[config.mk]
export PLATFORM = sky130hd
export DESIGN_NAME = vpl_alu_issue_flat
export DESIGN_NICKNAME = d
export VERILOG_FILES = /design/src/rtl/vpl_alu_pkg.sv /design/src/rtl/vpl_alu_issue_if.sv /design/src/rtl/vpl_regfile.sv /design/src/rtl/vpl_alu_issue.sv /design/src/flat_wrapper.sv
export SDC_FILE = /design/constraint.sdc
export NUM_CORES = 1
export LEC_CHECK = 0
export BUFFER_PORTS_ARGS = -buffer_cell sky130_fd_sc_hd__buf_2
export CAP_MARGIN = 5
export CORE_MARGIN = 4
export CORE_UTILIZATION = 29
export DETAILED_ROUTE_END_ITERATION = 7
export PLACE_DENSITY = 0.47
export RECOVER_POWER = 100
export SYNTH_ARGS = -nofsm -noshare
export SYNTH_HDL_FRONTEND = slang
export SYNTH_SLANG_ARGS = --single-unit
[constraint.sdc]
create_clock -name clk -period 1.3 [get_ports clk]
set_input_delay 0.325 -clock clk [delete_from_list [all_inputs] [get_ports clk]]
set_output_delay 0.325 -clock clk [all_outputs]
set_load 0.05 [all_outputs]
[src/rtl/vpl_alu_pkg.sv]
// Shared definitions for the vpl_alu issue/writeback slice.
//   DATA_W            : ALU datapath width (fixed at 4)
//   REG_CNT / ADDR_W  : register file geometry
//   F_*               : ALU function-select codes
//   state_t           : issue-stage FSM states (HOLD exists only with VPL_ALU_PIPE_EN)
package vpl_alu_pkg;
  localparam int DATA_W  = 4;
  localparam int REG_CNT = 4;
  localparam int ADDR_W  = 2;

  localparam logic [3:0] F_PASS = 4'b0000;
  localparam logic [3:0] F_INC  = 4'b0001;
  localparam logic [3:0] F_ADD  = 4'b0010;
  localparam logic [3:0] F_ADC  = 4'b0011;
  localparam logic [3:0] F_SUB  = 4'b0100;
  localparam logic [3:0] F_SBC  = 4'b0101;
  localparam logic [3:0] F_DEC  = 4'b0110;
  localparam logic [3:0] F_NOT  = 4'b1000;
  localparam logic [3:0] F_AND  = 4'b1010;
  localparam logic [3:0] F_OR   = 4'b1100;
  localparam logic [3:0] F_SHR  = 4'b1110;

`ifdef VPL_ALU_PIPE_EN
  typedef enum logic [1:0] {S_IDLE, S_EXEC, S_RESP, S_HOLD} state_t;
`else
  typedef enum logic [1:0] {S_IDLE, S_EXEC, S_RESP} state_t;
`endif
endpackage

[src/rtl/vpl_alu_issue_if.sv]
// Instruction and result handshakes of the vpl_alu issue stage.
//   master : instruction source / result sink (the environment)
//   slave  : the issue stage
interface vpl_alu_issue_if #(
  parameter int DATA_W = 4,
  parameter int ADDR_W = 2
);
  logic              instr_valid;
  logic              instr_ready;
  logic [3:0]        instr_func;
  logic [ADDR_W-1:0] instr_dst;
  logic [ADDR_W-1:0] instr_src;
  logic [DATA_W-1:0] instr_imm;
  logic              instr_use_imm;
  logic              instr_swap;
  logic              res_valid;
  logic              res_ready;
  logic [DATA_W-1:0] res_data;
  logic [ADDR_W-1:0] res_dst;

  modport master (
    output instr_valid, instr_func, instr_dst, instr_src, instr_imm,
           instr_use_imm, instr_swap, res_ready,
    input  instr_ready, res_valid, res_data, res_dst
  );
  modport slave (
    input  instr_valid, instr_func, instr_dst, instr_src, instr_imm,
           instr_use_imm, instr_swap, res_ready,
    output instr_ready, res_valid, res_data, res_dst
  );
endinterface

[src/rtl/vpl_regfile.sv]
// REG_CNT x DATA_W register file, async active-low reset to 0.
//   we/waddr/wdata     : single write port
//   raddr_a/rdata_a    : read port A (combinational)
//   raddr_b/rdata_b    : read port B (combinational)
//   dbg_sel/dbg_data   : debug read port (combinational)
module vpl_regfile #(
  parameter int DATA_W  = 4,
  parameter int REG_CNT = 4,
  parameter int ADDR_W  = 2
) (
  input  logic              clk,
  input  logic              rst_n,
  input  logic              we,
  input  logic [ADDR_W-1:0] waddr,
  input  logic [DATA_W-1:0] wdata,
  input  logic [ADDR_W-1:0] raddr_a,
  output logic [DATA_W-1:0] rdata_a,
  input  logic [ADDR_W-1:0] raddr_b,
  output logic [DATA_W-1:0] rdata_b,
  input  logic [ADDR_W-1:0] dbg_sel,
  output logic [DATA_W-1:0] dbg_data
);
  logic [REG_CNT-1:0][DATA_W-1:0] regs;

  always_ff @(posedge clk or negedge rst_n) begin
    if (!rst_n) regs <= '0;
    else if (we) regs[waddr] <= wdata;
  end

  assign rdata_a  = regs[raddr_a];
  assign rdata_b  = regs[raddr_b];
  assign dbg_data = regs[dbg_sel];
endmodule

[src/rtl/vpl_alu_issue.sv]
// Issue/writeback stage around an external combinational 4-bit ALU.
// Accepts one instruction in IDLE, drives the ALU from registers during
// EXEC, writes result/carry/zero back and offers the result in RESP.
//   clk, rst_n               : clock, async active-low reset
//   io (slave)               : instruction and result handshakes
//   alu_operand_a/b, alu_func_sel : registered ALU drive
//   alu_result, alu_cout     : ALU outputs (combinational)
//   flag_c, flag_z           : carry / zero flags
//   dbg_sel, dbg_data        : debug register read
// Optional: define VPL_ALU_PIPE_EN to add a HOLD stage that registers the
// ALU outputs before writeback (latency k+3 instead of k+2).
module vpl_alu_issue import vpl_alu_pkg::*; #(
  parameter int DATA_W  = 4,
  parameter int REG_CNT = 4,
  parameter int ADDR_W  = 2
) (
  input  logic              clk,
  input  logic              rst_n,
  vpl_alu_issue_if.slave    io,
  output logic [DATA_W-1:0] alu_operand_a,
  output logic [DATA_W-1:0] alu_operand_b,
  output logic [3:0]        alu_func_sel,
  input  logic [DATA_W-1:0] alu_result,
  input  logic              alu_cout,
  output logic              flag_c,
  output logic              flag_z,
  input  logic [ADDR_W-1:0] dbg_sel,
  output logic [DATA_W-1:0] dbg_data
);
  state_t            state;
  logic [ADDR_W-1:0] dst_q;
  logic [DATA_W-1:0] rd_a, rd_b, a_src, b_src, wb_data;
  logic              wb_c, wb_en;

  vpl_regfile #(.DATA_W(DATA_W), .REG_CNT(REG_CNT), .ADDR_W(ADDR_W)) u_rf (
    .clk(clk), .rst_n(rst_n),
    .we(wb_en), .waddr(dst_q), .wdata(wb_data),
    .raddr_a(io.instr_dst), .rdata_a(rd_a),
    .raddr_b(io.instr_src), .rdata_b(rd_b),
    .dbg_sel(dbg_sel), .dbg_data(dbg_data)
  );

  assign a_src = rd_a;
  assign b_src = io.instr_use_imm ? io.instr_imm : rd_b;

`ifdef VPL_ALU_PIPE_EN
  logic [DATA_W-1:0] stg_res;
  logic              stg_c;
  assign wb_data = stg_res;
  assign wb_c    = stg_c;
  assign wb_en   = (state == S_HOLD);
`else
  assign wb_data = alu_result;
  assign wb_c    = alu_cout;
  assign wb_en   = (state == S_EXEC);
`endif

  // Gated with rst_n so nothing is offered while reset is held.
  assign io.instr_ready = rst_n && (state == S_IDLE);

  // The ALU drive registers hold func and operands; only dst is needed
  // past capture, so it is the only other field kept.
  always_ff @(posedge clk or negedge rst_n) begin
    if (!rst_n) begin
      state         <= S_IDLE;
      dst_q         <= '0;
      alu_operand_a <= '0;
      alu_operand_b <= '0;
      alu_func_sel  <= '0;
      io.res_valid  <= 1'b0;
      io.res_data   <= '0;
      io.res_dst    <= '0;
      flag_c        <= 1'b0;
      flag_z        <= 1'b0;
`ifdef VPL_ALU_PIPE_EN
      stg_res       <= '0;
      stg_c         <= 1'b0;
`endif
    end else begin
      case (state)
        S_IDLE: if (io.instr_valid) begin
          alu_operand_a <= io.instr_swap ? b_src : a_src;
          alu_operand_b <= io.instr_swap ? a_src : b_src;
          alu_func_sel  <= io.instr_func;
          dst_q         <= io.instr_dst;
          state         <= S_EXEC;
        end
`ifdef VPL_ALU_PIPE_EN
        S_EXEC: begin
          stg_res <= alu_result;
          stg_c   <= alu_cout;
          state   <= S_HOLD;
        end
        S_HOLD: begin
`else
        S_EXEC: begin
`endif
          flag_c       <= wb_c;
          flag_z       <= (wb_data == '0);
          io.res_data  <= wb_data;
          io.res_dst   <= dst_q;
          io.res_valid <= 1'b1;
          state        <= S_RESP;
        end
        S_RESP: if (io.res_ready) begin
          io.res_valid <= 1'b0;
          state        <= S_IDLE;
        end
        default: state <= S_IDLE;
      endcase
    end
  end
endmodule

[src/flat_wrapper.sv]
// flat-port wrapper written by rule: the top's interface ports become plain ports
module vpl_alu_issue_flat import vpl_alu_pkg::*;
#(
  parameter int DATA_W  = 4,
  parameter int REG_CNT = 4,
  parameter int ADDR_W  = 2
)
  (clk, rst_n, alu_operand_a, alu_operand_b, alu_func_sel, alu_result, alu_cout, flag_c, flag_z, dbg_sel, dbg_data, io_instr_valid, io_instr_func, io_instr_dst, io_instr_src, io_instr_imm, io_instr_use_imm, io_instr_swap, io_res_ready, io_instr_ready, io_res_valid, io_res_data, io_res_dst);
  vpl_alu_issue_if #(.DATA_W(DATA_W), .ADDR_W(ADDR_W)) io_i ();
  input  logic clk;
  input  logic rst_n;
  output logic [DATA_W-1:0] alu_operand_a;
  output logic [DATA_W-1:0] alu_operand_b;
  output logic [3:0] alu_func_sel;
  input  logic [DATA_W-1:0] alu_result;
  input  logic alu_cout;
  output logic flag_c;
  output logic flag_z;
  input  logic [ADDR_W-1:0] dbg_sel;
  output logic [DATA_W-1:0] dbg_data;
  input wire logic [$bits(io_i.instr_valid)-1:0] io_instr_valid;
  input wire logic [$bits(io_i.instr_func)-1:0] io_instr_func;
  input wire logic [$bits(io_i.instr_dst)-1:0] io_instr_dst;
  input wire logic [$bits(io_i.instr_src)-1:0] io_instr_src;
  input wire logic [$bits(io_i.instr_imm)-1:0] io_instr_imm;
  input wire logic [$bits(io_i.instr_use_imm)-1:0] io_instr_use_imm;
  input wire logic [$bits(io_i.instr_swap)-1:0] io_instr_swap;
  input wire logic [$bits(io_i.res_ready)-1:0] io_res_ready;
  output wire logic [$bits(io_i.instr_ready)-1:0] io_instr_ready;
  output wire logic [$bits(io_i.res_valid)-1:0] io_res_valid;
  output wire logic [$bits(io_i.res_data)-1:0] io_res_data;
  output wire logic [$bits(io_i.res_dst)-1:0] io_res_dst;
  assign io_i.instr_valid = io_instr_valid;
  assign io_i.instr_func = io_instr_func;
  assign io_i.instr_dst = io_instr_dst;
  assign io_i.instr_src = io_instr_src;
  assign io_i.instr_imm = io_instr_imm;
  assign io_i.instr_use_imm = io_instr_use_imm;
  assign io_i.instr_swap = io_instr_swap;
  assign io_i.res_ready = io_res_ready;
  assign io_instr_ready = io_i.instr_ready;
  assign io_res_valid = io_i.res_valid;
  assign io_res_data = io_i.res_data;
  assign io_res_dst = io_i.res_dst;
  vpl_alu_issue #(.DATA_W(DATA_W), .REG_CNT(REG_CNT), .ADDR_W(ADDR_W)) u_core (.clk(clk), .rst_n(rst_n), .io(io_i), .alu_operand_a(alu_operand_a), .alu_operand_b(alu_operand_b), .alu_func_sel(alu_func_sel), .alu_result(alu_result), .alu_cout(alu_cout), .flag_c(flag_c), .flag_z(flag_z), .dbg_sel(dbg_sel), .dbg_data(dbg_data));
endmodule
==> results_dict.tcl <==
set metrics [dict create \
    drive_gt1_share_pct 67.9 \
    synthToLayoutAreaGrowth_pct 54.8 \
    core_area_um2 6790 \
    clkTransAtPathRegs_ns 0.09 \
    peakVddDrop_v 0.00111 \
    via_per_inst 4.62 \
    drtPass1Iterations 4 \
    dr_total_vias 1553 \
    final_design_area_no_fill_um2 3130 \
    r2r_slack_ns -0.29 \
    yosysTopAreaCellShare_pct 50.7 \
    drv_slew 0 \
    cap_violations 0 \
    critPathLaunchType "flop" \
    tightest_slew_ns 1.07 \
    crit_start "u_core.u_rf.regs[14]" \
    worstPathMaxFanout 2 \
    min_path_type "input port to flop" \
    cts_htree_levels 2 \
    yosys.area.top_type "dfrtp_1" \
    nNetsFinal 264 \
    cts-root-buf "clkbuf_8" \
    synthCells 149 \
    timing.fmax_mhz 595 \
    die-width_um 91.5 \
    grt_setup_unrepaired "yes" \
    grt_usage_pct 13.4 \
    final_cell_mix "dfrtp_1, buf_2, buf_4" \
    hold-worst-slack_ns 0.258 \
    syn_avg_cell_area_um2 13.6 \
    rr_worst_depth 6 \
    syn-cell-area_um2 2020 \
    hold_buffers 0 \
    clockBufferDepth 2 \
    cp.arrival_ns 1.35 \
    crit_type "flop to output pin" \
    grt_max_degree 42 \
    antenna_found_initial 0 \
    end_kind "output pin" \
    ys_types 25 \
    power_density_nw_per_um2 2770 \
    dpl_cell_area_um2 2560 \
    initial_core_util_pct 29.8 \
    drtIter0Drc 48 \
    yosys_warnings 0 \
    wire_per_inst_um 15.5 \
    fill_cells 632 \
    status "finished with violations" \
    io_pins 51 \
    numPortBuffers 50 \
    grt_first_pass_wirelength_mm 8.91 \
    dieArea_um2 8370 \
    dp_hpwl_mm 3.57 \
    synth_area_leaders "dfrtp_1, mux2_2, mux4_2" \
    clkSinkCount 41 \
    r2r-end "u_core.alu_operand_a[2]" \
    finalSetupViolCount 42 \
    required_ns 0.98 \
    violations "negative setup slack" \
    drc 0 \
    grt_pass1_vias 1707 \
    dp_slack_ns -0.319 \
    clk_latency_ns 0.29 \
    cts_tree "done" \
    cts_buffers 5 \
    wl_mm 5.19 \
    die_h_um 91.5 \
    diodes 0 \
    synth_seq_area_share_pct 50.7 \
    rows 30 \
    final_common_cell "dfrtp_1" \
    tns_ns -7.15 \
    fin_ws_ns -0.380 \
    min_path_cells 2 \
    ys_seq_elements 41 \
    gp_congestion 0.701 \
    finalCritPeriodShare_pct 129 \
    min_period_ns 1.68 \
    p_leak_nw 1.49 \
    synth_nets 174 \
    maxSlewHeadroom_pct 29.0 \
    setup.worst_path.end "dbg_data[2]" \
    antenna_left 0 \
    rr_startpoint "u_core.u_rf.regs[14]" \
    clock-skew-final_ns 0.0121 \
    finalHoldViolations 0 \
    grt_overflow_total 0 \
]
[registers in the layout (all words and copies together) (netlist names)]
name                  flops
u_core.state              2
u_core.alu_operand_a      4
u_core.io.res_valid       1
u_core.io.res_dst         2
u_core.flag_c             1
u_core.io.res_data        4
u_core.flag_z             1
u_core.alu_func_sel       4
u_core.u_rf.regs         16
u_core.alu_operand_b      4
u_core.dst_q              2
[cell usage after synthesis, drive strengths merged]
master and number:
o31ai 8, a21bo 4, nand3b 1, nor3 1, nor3b 2, buf 5, inv 3, nand2b 1
o21ai 2, a21o 4, clkbuf 1, nor2 7, mux4 12, nand2 13, nand4b 1, mux2 28
nor2b 4, or4 1, dfrtp 41, a21oi 9, or3b 1
[worst max-delay path, cell delays in order, from the launching register on]
cell and delay [ns]:
dfrtp_1 0.40, mux4_2 0.49, buf_6 0.17
[layout make-up]
cell class	count	area [um^2]	share of cell area, %
Clock buffer	6	82.6	2.64
Clock inverter	2	37.5	1.20
Inverter	3	11.3	0.360
Multi-Input combinational cell	99	1170	37.3
Sequential cell	41	1030	32.8
Tap cell	96	120	3.84
Timing Repair Buffer	89	686	21.9
[worst min path at each step]
stage                startpoint                endpoint
3_3_place_gp              rst_n     u_core.io.res_valid
3_5_place_dp              rst_n     u_core.io.res_valid
4_1_cts                   rst_n    u_core.u_rf.regs[10]
2_1_floorplan             rst_n  u_core.alu_func_sel[0]
5_1_grt        io_instr_func[3]  u_core.alu_func_sel[3]
6_report       io_instr_func[3]  u_core.alu_func_sel[3]
[where the power goes]
| part | leakage, nW | switching (mW) | total (mW) | internal [mW] |
|---|---|---|---|---|
| Sequential | 0.494 | 0.446 | 2.35 | 1.90 |
| Clock | 0.0574 | 0.474 | 1.10 | 0.625 |
| Combinational | 0.941 | 2.70 | 5.24 | 2.53 |
[through the flow]
stage | total power [mW] | util, % | instances
3_5_place_dp | 6.29 | 37.6 | 313
4_1_cts | 8.54 | 45.2 | 335
2_1_floorplan | 5.06 | - | 149
5_1_grt | 9.19 | 46.1 | 336
6_report | 8.68 | 46.1 | 336
3_3_place_gp | 6.26 | 37.6 | 313
[layer usage]
| metal | global-route usage, % | routed length [um] | part of all wire, % | up-vias |
|---|---|---|---|---|
| met2 | 21.1 | 2490 | 48 | 35 |
| met5 | 0 | 0 | 0 | - |
| met4 | 3.02 | 27 | 0.52 | 0 |
| met1 | 18.5 | 2490 | 48 | 777 |
| met3 | 3.31 | 180 | 3.5 | 2 |
| li1 | - | - | - | 739 |
[kinds of logic (layout without fill, tap and decap cells)]
kind of cell,after synthesis,count (layout),share of synthesized area [%]
AO/OA/AOI/OAI,27,27,9.16
buffers and inverters,9,100,2.23
AND/OR/NAND/NOR,32,32,8.35
flip-flops,41,41,50.7
multiplexers,40,40,29.5
[repair_timing]
item                       in CTS  in global routing
resized for setup              66                 27
cloned                          3                  0
pin swaps                      13                  4
buffers inserted               13                  2
setup endpoints to repair      31                 49
Power figures use the tool's default switching activity.
